==> config.mk <==
export PLATFORM = sky130hd
export DESIGN_NAME = uart_tx_frame_gen
export DESIGN_NICKNAME = d
export VERILOG_FILES = /design/src/rtl/uart_tx_frame_gen.sv
export SDC_FILE = /design/constraint.sdc
export NUM_CORES = 1
export LEC_CHECK = 0
export ABC_AREA = 1
export ABC_CLOCK_PERIOD_IN_PS = 4440
export CORE_ASPECT_RATIO = 0.9
export CORE_MARGIN = 1.5
export CORE_UTILIZATION = 57
export DETAILED_ROUTE_END_ITERATION = 12
export PLACE_DENSITY = 0.85
export SYNTH_ARGS = -nofsm -noshare
export SYNTH_HDL_FRONTEND = slang
export SYNTH_SLANG_ARGS = --single-unit
==> constraint.sdc <==
create_clock -name CLK -period 4.44 [get_ports CLK]
set_input_delay 0.888 -clock CLK [delete_from_list [all_inputs] [get_ports CLK]]
set_output_delay 0.888 -clock CLK [all_outputs]
set_load 0.1 [all_outputs]
==> src/rtl/uart_tx_frame_gen.sv <==
// ---------------------------------------------------------------------------
// uart_tx_frame_gen
//
// Parametrised UART transmit framer. A request (Data_Valid while Busy=0)
// latches the parallel word and the frame configuration. The framer then
// shifts out a start bit, DATA_WIDTH data bits (LSB first), an optional
// parity bit and one or two stop bits on a registered serial line. Every
// serial bit is held for BAUD_DIV clocks, so the block runs either on a fast
// system clock or, with BAUD_DIV=1, directly on the baud clock.
//
// Optional feature (compile-time macro UART_TX_FRAME_BREAK_EN):
//   adds input Break_Req. From IDLE, Break_Req=1 holds the line low (BREAK)
//   for as long as it stays high. After it drops, one bit period of mark
//   (line high, still Busy) is sent before returning to IDLE. Without the
//   macro the port and the BREAK/MARK states do not exist.
//
// Parameters:
//   DATA_WIDTH  data bits per frame (5..9)
//   BAUD_DIV    clocks per serial bit (>=1)
//
// Ports:
//   CLK         clock, rising edge
//   RST         asynchronous reset, active high
//   P_DATA      parallel word to send
//   Data_Valid  send request, taken only while Busy=0
//   PAR_EN      1 = append a parity bit
//   PAR_TYP     0 = even parity, 1 = odd parity
//   STOP2       1 = two stop bits, 0 = one stop bit
//   Break_Req   (UART_TX_FRAME_BREAK_EN only) line break request
//   TX_OUT      registered serial line, idles high
//   Busy        high from acceptance until the end of the last stop bit
// ---------------------------------------------------------------------------
module uart_tx_frame_gen #(
    parameter int DATA_WIDTH = 8,
    parameter int BAUD_DIV   = 1
) (
    input  logic                  CLK,
    input  logic                  RST,
    input  logic [DATA_WIDTH-1:0] P_DATA,
    input  logic                  Data_Valid,
    input  logic                  PAR_EN,
    input  logic                  PAR_TYP,
    input  logic                  STOP2,
`ifdef UART_TX_FRAME_BREAK_EN
    input  logic                  Break_Req,
`endif
    output logic                  TX_OUT,
    output logic                  Busy
);

    // A 1-bit prescaler is kept even for BAUD_DIV=1; it simply stays at 0
    // and every clock is a bit boundary.
    localparam int PW = (BAUD_DIV > 1) ? $clog2(BAUD_DIV) : 1;
    localparam int BW = $clog2(DATA_WIDTH);

    localparam logic [PW-1:0] PRE_LAST = PW'(BAUD_DIV - 1);
    localparam logic [BW-1:0] BIT_LAST = BW'(DATA_WIDTH - 1);

`ifdef UART_TX_FRAME_BREAK_EN
    typedef enum logic [2:0] {
        S_IDLE, S_START, S_DATA, S_PARITY, S_STOP, S_BREAK, S_MARK
    } state_t;
`else
    typedef enum logic [2:0] {
        S_IDLE, S_START, S_DATA, S_PARITY, S_STOP
    } state_t;
`endif

    state_t                  state_q,   state_d;
    logic [PW-1:0]           pre_q,     pre_d;
    logic [BW-1:0]           bit_q,     bit_d;
    logic [DATA_WIDTH-1:0]   data_q,    data_d;
    logic                    par_en_q,  par_en_d;
    logic                    par_typ_q, par_typ_d;
    logic                    stop2_q,   stop2_d;
    logic                    tx_q,      tx_d;
    logic                    busy_q,    busy_d;

    logic                    bit_tick;

    // Last clock of the current bit period.
    assign bit_tick = (pre_q == PRE_LAST);

    // -----------------------------------------------------------------------
    // State register (all sequential state)
    // -----------------------------------------------------------------------
    always_ff @(posedge CLK or posedge RST) begin
        if (RST) begin
            state_q   <= S_IDLE;
            pre_q     <= '0;
            bit_q     <= '0;
            data_q    <= '0;
            par_en_q  <= 1'b0;
            par_typ_q <= 1'b0;
            stop2_q   <= 1'b0;
            tx_q      <= 1'b1;
            busy_q    <= 1'b0;
        end else begin
            state_q   <= state_d;
            pre_q     <= pre_d;
            bit_q     <= bit_d;
            data_q    <= data_d;
            par_en_q  <= par_en_d;
            par_typ_q <= par_typ_d;
            stop2_q   <= stop2_d;
            tx_q      <= tx_d;
            busy_q    <= busy_d;
        end
    end

    // -----------------------------------------------------------------------
    // Next-state logic
    // -----------------------------------------------------------------------
    always_comb begin
        state_d   = state_q;
        pre_d     = bit_tick ? '0 : pre_q + PW'(1);
        bit_d     = bit_q;
        data_d    = data_q;
        par_en_d  = par_en_q;
        par_typ_d = par_typ_q;
        stop2_d   = stop2_q;

        case (state_q)
            S_IDLE: begin
                // Prescaler and bit counter parked so every bit period of
                // the next frame starts aligned to the accepting edge.
                pre_d = '0;
                bit_d = '0;
`ifdef UART_TX_FRAME_BREAK_EN
                if (Break_Req) begin
                    state_d = S_BREAK;
                end else
`endif
                if (Data_Valid) begin
                    state_d   = S_START;
                    data_d    = P_DATA;
                    par_en_d  = PAR_EN;
                    par_typ_d = PAR_TYP;
                    stop2_d   = STOP2;
                end
            end

            S_START: begin
                if (bit_tick) begin
                    state_d = S_DATA;
                    bit_d   = '0;
                end
            end

            S_DATA: begin
                if (bit_tick) begin
                    if (bit_q == BIT_LAST) begin
                        bit_d   = '0;
                        state_d = par_en_q ? S_PARITY : S_STOP;
                    end else begin
                        bit_d = bit_q + BW'(1);
                    end
                end
            end

            S_PARITY: begin
                if (bit_tick) begin
                    state_d = S_STOP;
                    bit_d   = '0;
                end
            end

            S_STOP: begin
                // bit_q counts stop bits sent so far (0 or 1).
                if (bit_tick) begin
                    if (stop2_q && (bit_q == '0)) begin
                        bit_d = BW'(1);
                    end else begin
                        bit_d   = '0;
                        state_d = S_IDLE;
                    end
                end
            end

`ifdef UART_TX_FRAME_BREAK_EN
            S_BREAK: begin
                // Prescaler held at 0 so the following mark lasts exactly
                // one full bit period.
                pre_d = '0;
                if (!Break_Req) begin
                    state_d = S_MARK;
                end
            end

            S_MARK: begin
                if (bit_tick) begin
                    state_d = S_IDLE;
                end
            end
`endif

            default: begin
                state_d = S_IDLE;
                pre_d   = '0;
                bit_d   = '0;
            end
        endcase
    end

    // -----------------------------------------------------------------------
    // Output logic: decoded from the next state so TX_OUT/Busy change on the
    // same edge as the state and are driven straight from flops.
    // -----------------------------------------------------------------------
    always_comb begin
        busy_d = (state_d != S_IDLE);
        tx_d   = 1'b1;
        case (state_d)
            S_START:  tx_d = 1'b0;
            S_DATA:   tx_d = data_d[bit_d];
            S_PARITY: tx_d = par_typ_q ? ~^data_q : ^data_q;
`ifdef UART_TX_FRAME_BREAK_EN
            S_BREAK:  tx_d = 1'b0;
`endif
            default:  tx_d = 1'b1;
        endcase
    end

    assign TX_OUT = tx_q;
    assign Busy   = busy_q;

endmodule

==> load_flow_metrics.sql, run 1 <==
INSERT INTO impl_metrics (metric_group, metric, value, unit) VALUES
('worst_setup_path', 'critical_path_class', 'reg2out', ''),
('cts', 'clkSlewWorstSetupHoldPaths', '0.11', 'ns'),
('routing', 'drcViolationCount', '0', ''),
('cts', 'post_cts_resize_count', '0', ''),
('cts', 'worstSkewPairLatency', '0.30', 'ns'),
('routing', 'drt_pre_antenna_iters', '4', ''),
('worst_setup_path', 'critPathTopFamily', 'buffers and inverters', ''),
('sta', 'finalCriticalPeriod', '2.843', 'ns'),
('worst_setup_path', 'crit_buf_inv', '1', ''),
('global_routing', 'grt_first_pass_wirelength', '3.946', 'mm'),
('global_routing', 'grt_start_max_net_pins', '20', ''),
('sta', 'rel_slew_slack', '35.95', '%'),
('die', 'design.core.area', '0.001933', 'sq mm'),
('synth', 'yosys.cell_types.count', '22', ''),
('routing', 'drt_iter0_markers', '25', ''),
('place', 'port_buffers', '15', ''),
('routing', 'wirelength', '2.388', 'mm'),
('routing', 'average_wire_per_standard_cell', '12.06', 'um'),
('worst_setup_path', 'r2r_setup_slack', '2.64', 'ns'),
('worst_setup_path', 'worstReg2RegStart', 'bit_q[0]', ''),
('sta', 'fmax', '0.3518', 'GHz'),
('cells_and_area', 'design.final.nets', '192', ''),
('worst_setup_path', 'worstReg2RegEnd', 'TX_OUT', ''),
('worst_setup_path', 'slowest_stage', 'sky130_fd_sc_hd__clkdlybuf4s50_1', ''),
('worst_setup_path', 'cp_slowest_stage_delay', '1.12', 'ns'),
('cts', 'cts_max_level', '1', ''),
('cells_and_area', 'num_antenna_cells', '0', ''),
('die', 'die_x', '51.04', 'um'),
('routing', 'antenna_violating_nets_post_route', '0', ''),
('synth', 'mappedNetlistNets', '175', ''),
('sta', 'hold_viol_final', '0', ''),
('cells_and_area', 'final_core_utilization', '70.81', '%'),
('routing', 'via_per_inst', '5.146', ''),
('global_routing', 'grt_util_all_layers', '23.26', '%'),
('cts', 'tritoncts', 'yes', ''),
('worst_setup_path', 'crit_path_max_fanout', '1', ''),
('cells_and_area', 'layout-area-overhead-vs-synth', '15.64', '%'),
('worst_setup_path', 'critical_path.cell_chain', 'clkdlybuf4s50_1', ''),
('global_routing', 'grt.overflow.total', '0', ''),
('cells_and_area', 'final_common_cell', 'sky130_fd_sc_hd__inv_1', ''),
('routing', 'route.vias.total', '1019', ''),
('place', 'place.gp.congestion', '0.8820', ''),
('place', 'place.detailed.hpwl', '1.799', 'mm'),
('synth', 'synthCells', '157', ''),
('cts', 'postCtsSetupRepairBufs', '0', ''),
('sta', 'fin_setup_tns', '0', 'ns'),
('worst_setup_path', 'worstSetupStartpoint', 'TX_OUT', ''),
('worst_setup_path', 'worstSetupStartpointType', 'flip-flop', ''),
('cts', 'cts_buffers', '3', ''),
('die', 'chipHeight', '46.23', 'um'),
('worst_setup_path', 'cp_data_required_time', '3.55', 'ns'),
('worst_setup_path', 'critPathCapture', 'TX_OUT', ''),
('sta', 'slew_limit_fails', '0', ''),
('sta', 'layout_setup_ws', '1.598', 'ns'),
('synth', 'synth_area', '0.001184', 'sq mm'),
('global_routing', 'grt_antenna_before_repair', '0', ''),
('cts', 'cts_max_path_buffers', '2', ''),
('place', 'post-place-ws', '1.940', 'ns'),
('die', 'floorplan.initialDensity', '61.23', '%'),
('outcome', 'run_status', 'finished, final reports clean', ''),
('pwr', 'vdd.ir_drop.worst', '0.4371', 'mV'),
('hold_path', 'worst_hold_path_type', 'reg2reg', ''),
('global_routing', 'number_of_global_route_vias_before_repair', '916', ''),
('pwr', 'leakage', '0.7516', 'nW'),
('worst_setup_path', 'timing.critical_path.to_type', 'output port', ''),
('die', 'design.die.area', '0.002359', 'sq mm'),
('cts', 'clock_tree.root_cell', 'sky130_fd_sc_hd__clkbuf_4', ''),
('synth', 'postSynthAreaPerCell', '7.539', 'sq um'),
('worst_setup_path', 'cp_num_cells', '1', ''),
('pwr', 'powerDensity', '745.4', 'mW/mm^2'),
('sta', 'unrepaired_setup_endpoints_after_global_routing', 'false', '');
## Yosys cell counts
cell                       instances  share of area [%]
sky130_fd_sc_hd__buf_4             1               0.63
sky130_fd_sc_hd__buf_6             1               0.95
sky130_fd_sc_hd__clkbuf_1          1               0.32
sky130_fd_sc_hd__dfrtp_1          18                 38
sky130_fd_sc_hd__dfstp_2           1                2.2
sky130_fd_sc_hd__ha_1              4                4.2
sky130_fd_sc_hd__inv_1            39                 12
sky130_fd_sc_hd__inv_2             3               0.95
sky130_fd_sc_hd__nand2_1          32                 10
sky130_fd_sc_hd__nand2_2           7                3.7
sky130_fd_sc_hd__nand3_1          13                5.5
sky130_fd_sc_hd__nand3_4           1                1.5
sky130_fd_sc_hd__nand4_1           7                3.7
sky130_fd_sc_hd__nor2_1            9                2.9
sky130_fd_sc_hd__nor2_2            2                1.1
sky130_fd_sc_hd__nor2_4            2                1.9
sky130_fd_sc_hd__nor3_1            2               0.85
sky130_fd_sc_hd__o21ai_0           3                1.3
sky130_fd_sc_hd__o21ai_1           1               0.42
sky130_fd_sc_hd__o21ai_2           3                2.2
sky130_fd_sc_hd__xnor2_1           5                3.7
sky130_fd_sc_hd__xor2_1            2                1.5
## registers in the layout, summed over array words and instances (netlist names)
name / flops
data_q: 8
Busy: 1
stop2_q: 1
par_en_q: 1
state_q: 3
bit_q: 3
par_typ_q: 1
TX_OUT: 1
## per-stage QoR
step / std cells / cell area [sq um]
2_1_floorplan: 157 / 1184
3_3_place_gp: 194 / 1343
3_5_place_dp: 194 / 1343
4_1_cts: 198 / 1369
5_1_grt: 198 / 1369
6_report: 198 / 1369
## area by class of cell
cell class | instances | area (sq um)
Fill cell | 152 | 564.3
Multi-Input combinational cell | 93 | 526.8
Sequential cell | 19 | 476.7
Inverter | 42 | 157.7
Timing Repair Buffer | 15 | 150.1
Tap cell | 25 | 31.28
Clock buffer | 4 | 26.28
## worst min-delay path by stage
stage               to  slack [ns]  depth (start not counted)
4_1_cts        stop2_q        0.52                          2
2_1_floorplan  stop2_q        0.45                          2
3_3_place_gp   stop2_q        0.48                          2
6_report       stop2_q        0.52                          2
5_1_grt        stop2_q        0.54                          2
3_5_place_dp   stop2_q        0.49                          2
## cell families (layout without fill, tap and decap cells)
family	after synthesis	in the layout	synth area share [%]
adder cells (fa/ha/maj)	4	4	4.228
buffers and inverters	45	61	15.22
AND/OR/NAND/NOR	75	75	31.18
AO/OA/AOI/OAI	7	7	3.911
flip-flops	19	19	40.28
XOR/XNOR	7	7	5.180
## metal layers
layer  up-vias  track usage (%)  share of wire [%]
met5         -                0                  0
met4         0            10.81                2.3
met2        25            41.30                 46
met1       480            29.22                 48
met3         7            1.948                3.1
li1        507                -                  -
## power by group
| group | leakage [nW] | internal (W) | switching (W) |
|---|---|---|---|
| sequential | 0.226 | 0.000252 | 0.0000506 |
| clock | 0.0150 | 0.0000351 | 0.0000555 |
| combinational | 0.511 | 0.000214 | 0.000414 |
Power figures use the tool's default switching activity.
==> inputs of run 2 (changes only) <==
--- a/config.mk
+++ b/config.mk
@@ -6,12 +6,12 @@
 export NUM_CORES = 1
 export LEC_CHECK = 0
 export ABC_AREA = 1
-export ABC_CLOCK_PERIOD_IN_PS = 4440
+export ABC_CLOCK_PERIOD_IN_PS = 2600
 export CORE_ASPECT_RATIO = 0.9
 export CORE_MARGIN = 1.5
-export CORE_UTILIZATION = 57
+export CORE_UTILIZATION = 48
 export DETAILED_ROUTE_END_ITERATION = 12
-export PLACE_DENSITY = 0.85
+export PLACE_DENSITY = 0.77
 export SYNTH_ARGS = -nofsm -noshare
 export SYNTH_HDL_FRONTEND = slang
 export SYNTH_SLANG_ARGS = --single-unit
==> constraint.sdc (replaced) <==
create_clock -name CLK -period 2.6 [get_ports CLK]
set_input_delay 0.52 -clock CLK [delete_from_list [all_inputs] [get_ports CLK]]
set_output_delay 0.52 -clock CLK [all_outputs]
set_load 0.1 [all_outputs]
==> load_flow_metrics.sql, run 2 (same netlist as run 1, synthesis figures left out) <==
INSERT INTO impl_metrics (metric_group, metric, value, unit) VALUES
('cells_and_area', 'finish.instance_area', '0.001368', 'sq mm'),
('global_routing', 'grt_first_pass_wirelength', '3.864', 'mm'),
('place', 'place.gp.congestion', '0.8995', ''),
('global_routing', 'grt_antenna_before_repair', '0', ''),
('cts', 'tritoncts', 'yes', ''),
('die', 'design.core.area', '0.002262', 'sq mm'),
('worst_setup_path', 'worstReg2RegStart', 'bit_q[0]', ''),
('cts', 'clock_tree.root_cell', 'sky130_fd_sc_hd__clkbuf_4', ''),
('global_routing', 'number_of_global_route_vias_before_repair', '941', ''),
('pwr', 'power.combinational.fraction', '61.3', '%'),
('sta', 'finalCriticalPeriod', '1.736', 'ns'),
('sta', 'layout_setup_ws', '0.8635', 'ns'),
('cells_and_area', 'ff_latch_area', '476.7', 'sq um'),
('die', 'boundaryPins', '16', ''),
('worst_setup_path', 'critical_path.cell_chain', 'ha_1, ha_1, nor2_1, nand3_1, o21ai_2, nand2_1, nand3_1, nand3_1, nand3_1, nand3_1', ''),
('worst_setup_path', 'arrival', '1.98', 'ns'),
('cts', 'post_cts_hold_buffer_count', '0', ''),
('pwr', 'p_int', '0.0008471', 'W'),
('worst_setup_path', 'slowest_stage', 'sky130_fd_sc_hd__dfrtp_1', ''),
('cts', 'post_cts_resize_count', '0', ''),
('sta', 'fin_setup_tns', '0', 'ns'),
('die', 'design.die.area', '0.002773', 'sq mm'),
('hold_path', 'worst_min_delay_path_startpoint', 'stop2_q', ''),
('worst_setup_path', 'worstSetupStartpointType', 'flip-flop', ''),
('sta', 'setup_violations', '0', ''),
('pwr', 'vdd.ir_drop.worst', '0.9139', 'mV'),
('cts', 'postCtsSetupRepairBufs', '0', ''),
('die', 'die_x', '55.35', 'um'),
('cts', 'cts_max_level', '1', ''),
('routing', 'average_wire_per_standard_cell', '10.90', 'um'),
('die', 'chipHeight', '50.11', 'um'),
('cells_and_area', 'design.final.nets', '192', ''),
('cts', 'worstSkewPairLatency', '0.30', 'ns'),
('cells_and_area', 'final_common_cell', 'sky130_fd_sc_hd__inv_1', ''),
('global_routing', 'grt_start_max_net_pins', '20', ''),
('run', 'maxCapViolCount', '0', ''),
('cts', 'tritoncts_num_sinks', '19', ''),
('pwr', 'powerDensity', '1255', 'mW/mm^2'),
('pwr', 'power.switching_fraction', '50.65', '%'),
('routing', 'route.vias.total', '966', ''),
('die', 'rows', '16', ''),
('pwr', 'seq_power_share', '29.9', '%'),
('pwr', 'netSwitchingPower', '0.0008695', 'W'),
('cells_and_area', 'num_antenna_cells', '0', ''),
('place', 'detailed_place.area', '0.001340', 'sq mm'),
('global_routing', 'grt_util_all_layers', '17.70', '%'),
('sta', 'rel_slew_slack', '54.90', '%'),
('cells_and_area', 'share_of_cells_above_drive_strength_1', '14.45', '%'),
('hold_path', 'worst_hold_path_type', 'reg2reg', ''),
('routing', 'antenna_violating_nets_post_route', '0', ''),
('cts', 'cts_buffers', '3', ''),
('worst_setup_path', 'crit_top_cell', 'sky130_fd_sc_hd__nand3_1', ''),
('cts', 'clkSlewWorstSetupHoldPaths', '0.11', 'ns'),
('sta', 'fmax', '0.5759', 'GHz'),
('routing', 'wirelength', '2.179', 'mm'),
('sta', 'slew_limit_fails', '0', ''),
('worst_setup_path', 'critical_path_class', 'reg2reg', ''),
('sta', 'timing.clock.skew', '0.005911', 'ns'),
('sta', 'hold_viol_final', '0', ''),
('sta', 'unrepaired_setup_endpoints_after_global_routing', 'false', ''),
('worst_setup_path', 'crit_path_max_fanout', '5', ''),
('global_routing', 'grt.overflow.total', '0', ''),
('die', 'floorplan.initialDensity', '52.32', '%'),
('cells_and_area', 'final-instance-count-excl-fill', '200', ''),
('sta', 'hold_slack', '0.5209', 'ns'),
('cells_and_area', 'top_regs', 'data_q: 8 flops, bit_q: 3 flops, state_q: 3 flops', ''),
('cells_and_area', 'layout-area-overhead-vs-synth', '15.54', '%'),
('outcome', 'run_status', 'finished, final reports clean', ''),
('worst_setup_path', 'worstSetupStartpoint', 'bit_q[0]', ''),
('routing', 'drcViolationCount', '0', ''),
('cells_and_area', 'number_of_flip_flops_under_the_largest_register_name', '8', ''),
('place', 'placedCellCount', '196', ''),
('place', 'place.detailed.hpwl', '1.825', 'mm'),
('cells_and_area', 'n_fill_cell', '211', ''),
('place', 'post-place-ws', '0.6024', 'ns'),
('cells_and_area', 'max_flop_register', 'data_q', ''),
('cells_and_area', 'multi_input_area', '526.8', 'sq um'),
('cells_and_area', 'layout_common_cells', '39 x sky130_fd_sc_hd__inv_1, 32 x sky130_fd_sc_hd__nand2_1, 18 x sky130_fd_sc_hd__dfrtp_1', ''),
('worst_setup_path', 'cp_slowest_stage_delay', '0.41', 'ns'),
('routing', 'drt_pre_antenna_iters', '4', ''),
('sta', 'layout_worst_path_cycle_share', '66.79', '%'),
('place', 'port_buffers', '15', ''),
('routing', 'drt_iter0_markers', '28', ''),
('pwr', 'leakage', '0.7558', 'nW'),
('sta', 'tightestPinTransition', '0.6758', 'ns'),
('worst_setup_path', 'cp_data_required_time', '2.84', 'ns'),
('pwr', 'clockPowerShare', '8.8', '%'),
('cts', 'cts_max_path_buffers', '2', ''),
('worst_setup_path', 'timing.critical_path.to_type', 'flip-flop', ''),
('routing', 'via_per_inst', '4.830', '');
## run 2: cell types whose count changed in the layout (fill, tap and decap cells not counted)
cell / before / now
sky130_fd_sc_hd__buf_4: 0 / 2
sky130_fd_sc_hd__clkdlybuf4s50_1: 15 / 13
sky130_fd_sc_hd__clkbuf_1: 1 / 0
sky130_fd_sc_hd__clkinv_2: 0 / 1
## run 2: final timing paths
kind / slack, ns / cells past startpoint / end
max: 0.86 / 10 / TX_OUT
min: 0.52 / 2 / stop2_q
max reg2reg: 0.86 / 10 / TX_OUT
min reg2reg: 0.52 / 2 / stop2_q
max in group asynchronous: 1.57 / 2 / data_q[5]
min in group asynchronous: 0.60 / 2 / Busy
## run 2: layout make-up
| cell class | count | area share, % |
|---|---|---|
| tap | 27 | 2.470 |
| timing repair buffer | 15 | 10.61 |
| multi-input combinational | 93 | 38.52 |
| sequential | 19 | 34.86 |
| clock inverter | 1 | 0.3660 |
| inverter | 42 | 11.53 |
| clock buffer | 3 | 1.647 |
## run 2: per-layer routing
metal / global-route usage (%) / part of all wire [%]
met2: 29.96 / 47
met4: 4.878 / 1.6
met1: 23.31 / 48
met5: 0 / 0
met3: 3.150 / 3.4
## run 2: per-stage QoR
step / total power (W) / utilization [%]
6_report: 0.001717 / 60.45
5_1_grt: 0.001883 / 60.45
4_1_cts: 0.001733 / 60.45
3_5_place_dp: 0.001582 / 59.24
3_3_place_gp: 0.001531 / 59.24
2_1_floorplan: 0.001381 / -
## run 2: power groups by stage
stage                     registers [W]  clock network [W]  logic [W]
after detailed placement       0.000521                  0    0.00106
after floorplan                0.000624                  0   0.000757
after global routing           0.000527           0.000171    0.00119
after global placement         0.000516                  0    0.00101
after CTS                      0.000514           0.000153    0.00107
final                          0.000513           0.000151    0.00105
## run 2: worst max-delay path, delay by kind of cell, from the launching register on
kind                     cells  cell delay (ns)
AND/OR/NAND/NOR              7             0.68
flip-flops                   1             0.41
AO/OA/AOI/OAI                1             0.14
adder cells (fa/ha/maj)      2             0.45
==> inputs of run 3 (changes only) <==
--- a/config.mk
+++ b/config.mk
@@ -6,12 +6,12 @@
 export NUM_CORES = 1
 export LEC_CHECK = 0
 export ABC_AREA = 1
-export ABC_CLOCK_PERIOD_IN_PS = 2600
+export ABC_CLOCK_PERIOD_IN_PS = 1800
 export CORE_ASPECT_RATIO = 0.9
 export CORE_MARGIN = 1.5
-export CORE_UTILIZATION = 48
+export CORE_UTILIZATION = 53
 export DETAILED_ROUTE_END_ITERATION = 12
-export PLACE_DENSITY = 0.77
+export PLACE_DENSITY = 0.8
 export SYNTH_ARGS = -nofsm -noshare
 export SYNTH_HDL_FRONTEND = slang
 export SYNTH_SLANG_ARGS = --single-unit
==> constraint.sdc (replaced) <==
create_clock -name CLK -period 1.8 [get_ports CLK]
set_input_delay 0.36 -clock CLK [delete_from_list [all_inputs] [get_ports CLK]]
set_output_delay 0.36 -clock CLK [all_outputs]
set_load 0.1 [all_outputs]
==> load_flow_metrics.sql, run 3 (same netlist as run 1, synthesis figures left out) <==
INSERT INTO impl_metrics (metric_group, metric, value, unit) VALUES
('sta', 'timing.clock.skew', '0.001009', 'ns'),
('cells_and_area', 'ff_latch_area', '476.7', 'sq um'),
('pwr', 'power.switching_fraction', '49.18', '%'),
('cells_and_area', 'number_of_flip_flops_under_the_largest_register_name', '8', ''),
('routing', 'drt_pre_antenna_iters', '4', ''),
('place', 'place.gp.congestion', '0.9176', ''),
('routing', 'route.vias.total', '1014', ''),
('global_routing', 'grtUsageMet1', '25.15', '%'),
('sta', 'tightestPinTransition', '0.3404', 'ns'),
('worst_setup_path', 'arrival', '1.94', 'ns'),
('routing', 'drcViolationCount', '0', ''),
('sta', 'hold_slack', '0.3641', 'ns'),
('cts', 'tritoncts', 'yes', ''),
('die', 'chipHeight', '47.83', 'um'),
('routing', 'wirelength', '2.245', 'mm'),
('routing', 'antenna_violating_nets_post_route', '0', ''),
('place', 'port_buffers', '15', ''),
('worst_setup_path', 'cp_slowest_stage_delay', '0.41', 'ns'),
('die', 'boundaryPins', '16', ''),
('pwr', 'clockPowerShare', '8.2', '%'),
('cts', 'clock_tree.root_cell', 'sky130_fd_sc_hd__clkbuf_4', ''),
('global_routing', 'grt_first_pass_wirelength', '3.753', 'mm'),
('global_routing', 'grt_util_all_layers', '20.86', '%'),
('cells_and_area', 'final-instance-count-excl-fill', '204', ''),
('sta', 'finalCriticalPeriod', '1.704', 'ns'),
('global_routing', 'grt.overflow.total', '0', ''),
('cells_and_area', 'layout-area-overhead-vs-synth', '20.30', '%'),
('cts', 'cts_max_level', '1', ''),
('die', 'rows', '16', ''),
('sta', 'hold_viol_final', '0', ''),
('cells_and_area', 'design.final.nets', '196', ''),
('outcome', 'run_status', 'finished, final reports clean', ''),
('worst_setup_path', 'crit_path_max_fanout', '5', ''),
('cts', 'clkSlewWorstSetupHoldPaths', '0.10', 'ns'),
('die', 'design.core.area', '0.002142', 'sq mm'),
('worst_setup_path', 'critical_path.cell_chain', 'ha_1, ha_1, nor2_2, nand3_1, o21ai_2, nand2_1, nand3_1, nand3_1, nand3_1, nand3_1', ''),
('run', 'maxCapViolCount', '0', ''),
('cells_and_area', 'multi_input_area', '529.3', 'sq um'),
('global_routing', 'grt.busiest_layer', 'met2', ''),
('pwr', 'vdd.ir_drop.worst', '1.056', 'mV'),
('pwr', 'p_int', '0.001311', 'W'),
('worst_setup_path', 'slowest_stage', 'sky130_fd_sc_hd__dfrtp_1', ''),
('sta', 'rel_slew_slack', '77.23', '%'),
('cells_and_area', 'top_regs', 'data_q: 8 flops, bit_q: 3 flops, state_q: 3 flops', ''),
('sta', 'slew_limit_fails', '0', ''),
('global_routing', 'grt_start_max_net_pins', '20', ''),
('worst_setup_path', 'worstSetupStartpointType', 'flip-flop', ''),
('die', 'die_x', '52.82', 'um'),
('cts', 'post_cts_hold_buffer_count', '0', ''),
('worst_setup_path', 'critical_path_class', 'reg2reg', ''),
('worst_setup_path', 'cp_data_required_time', '2.03', 'ns'),
('global_routing', 'globalRouteMet2Util', '37.25', '%'),
('die', 'floorplan.initialDensity', '55.26', '%'),
('cells_and_area', 'share_of_cells_above_drive_strength_1', '16.38', '%'),
('routing', 'via_per_inst', '4.971', ''),
('cells_and_area', 'num_antenna_cells', '0', ''),
('pwr', 'leakage', '0.7835', 'nW'),
('pwr', 'netSwitchingPower', '0.001269', 'W'),
('place', 'place.detailed.hpwl', '1.836', 'mm'),
('sta', 'layout_worst_path_cycle_share', '94.69', '%'),
('cts', 'worstSkewPairLatency', '0.29', 'ns'),
('cts', 'cts_buffers', '3', ''),
('sta', 'fmax', '0.5867', 'GHz'),
('pwr', 'powerDensity', '1812', 'mW/mm^2'),
('hold_path', 'worst_hold_path_type', 'in2async', ''),
('worst_setup_path', 'crit_top_cell', 'sky130_fd_sc_hd__nand3_1', ''),
('global_routing', 'number_of_global_route_vias_before_repair', '953', ''),
('cts', 'cts_max_path_buffers', '2', ''),
('routing', 'drt_iter0_markers', '16', ''),
('cells_and_area', 'layout_common_cells', '39 x sky130_fd_sc_hd__inv_1, 32 x sky130_fd_sc_hd__nand2_1, 18 x sky130_fd_sc_hd__dfrtp_1', ''),
('pwr', 'power.combinational.fraction', '62.1', '%'),
('global_routing', 'grt_antenna_before_repair', '0', ''),
('cells_and_area', 'final_common_cell', 'sky130_fd_sc_hd__inv_1', ''),
('global_routing', 'grt_use_met3', '4.063', '%'),
('place', 'placedCellCount', '198', ''),
('routing', 'average_wire_per_standard_cell', '11.00', 'um'),
('cells_and_area', 'max_flop_register', 'data_q', ''),
('pwr', 'seq_power_share', '29.7', '%'),
('cells_and_area', 'n_fill_cell', '171', ''),
('worst_setup_path', 'timing.critical_path.to_type', 'flip-flop', ''),
('cts', 'tritoncts_num_sinks', '19', ''),
('sta', 'setup_violations', '0', ''),
('die', 'design.die.area', '0.002526', 'sq mm');
## run 3: cell types whose count changed in the layout (fill, tap and decap cells not counted)
cell                       delta
sky130_fd_sc_hd__buf_12       +2
sky130_fd_sc_hd__buf_4        +2
sky130_fd_sc_hd__clkbuf_1     +1
sky130_fd_sc_hd__clkinv_2     -1
sky130_fd_sc_hd__nor2_1       -1
sky130_fd_sc_hd__nor2_2       +1
## run 3: final timing paths
kind | start | endpoint | slack (ns) | cells past startpoint
min in group CLK | stop2_q | stop2_q | 0.53 | 2
worst max-delay path | bit_q[0] | TX_OUT | 0.1 | 10
worst min-delay path | RST | data_q[3] | 0.36 | 3
max in group asynchronous | RST | TX_OUT | 1.18 | 3
worst max register to register | bit_q[0] | TX_OUT | 0.1 | 10
worst min register to register | stop2_q | stop2_q | 0.53 | 2
## run 3: power by group through the flow
stage	Combinational (W)	Clock [W]	Sequential (W)
finish	0.00160	0.000212	0.000765
global route	0.00179	0.000241	0.000786
CTS	0.00158	0.000216	0.000764
detailed placement	0.00158	0	0.000774
global placement	0.00152	0	0.000760
floorplan	0.00109	0	0.000902
## run 3: metrics by stage
step | utilization [%] | power, W | TNS [ns] | instance area (sq um) | setup WS, ns
global route | 66.47 | 0.002815 | -0.04367 | 1424 | -0.04367
detailed placement | 64.43 | 0.002351 | 0 | 1380 | 0.09503
CTS | 65.65 | 0.002564 | 0 | 1406 | 0.1160
global placement | 64.43 | 0.002277 | 0 | 1380 | 0.1056
finish | 66.47 | 0.002580 | 0 | 1424 | 0.09557
floorplan | - | 0.001995 | 0 | 1184 | 0.2804
## run 3: metal layers
layer  wire length, um  up-vias
met1              1007      457
met3                81        9
li1                  -      520
met2              1126       28
met4                30        0
met5                 0        -
## run 3: layout make-up
class / count / area share (%)
timing repair buffer: 19 / 14.06
multi-input combinational: 93 / 37.17
sequential: 19 / 33.48
inverter: 42 / 11.07
clock buffer: 4 / 1.845
tap: 27 / 2.373
## run 3: critical path, delay by kind of cell, from the launching register on
kind | cells | cell delay [ns]
DFF | 1 | 0.41
adders and majority gates | 2 | 0.44
and+or+nand+nor | 7 | 0.67
AOI/OAI and AO/OA | 1 | 0.13
## run 3: repair_timing
| action | in CTS | in global routing |
|---|---|---|
| gates resized for setup | 0 | 1 |
| hold endpoints to repair | 0 | 0 |
| setup buffers | 0 | 2 |
| setup endpoints to repair | 0 | 1 |
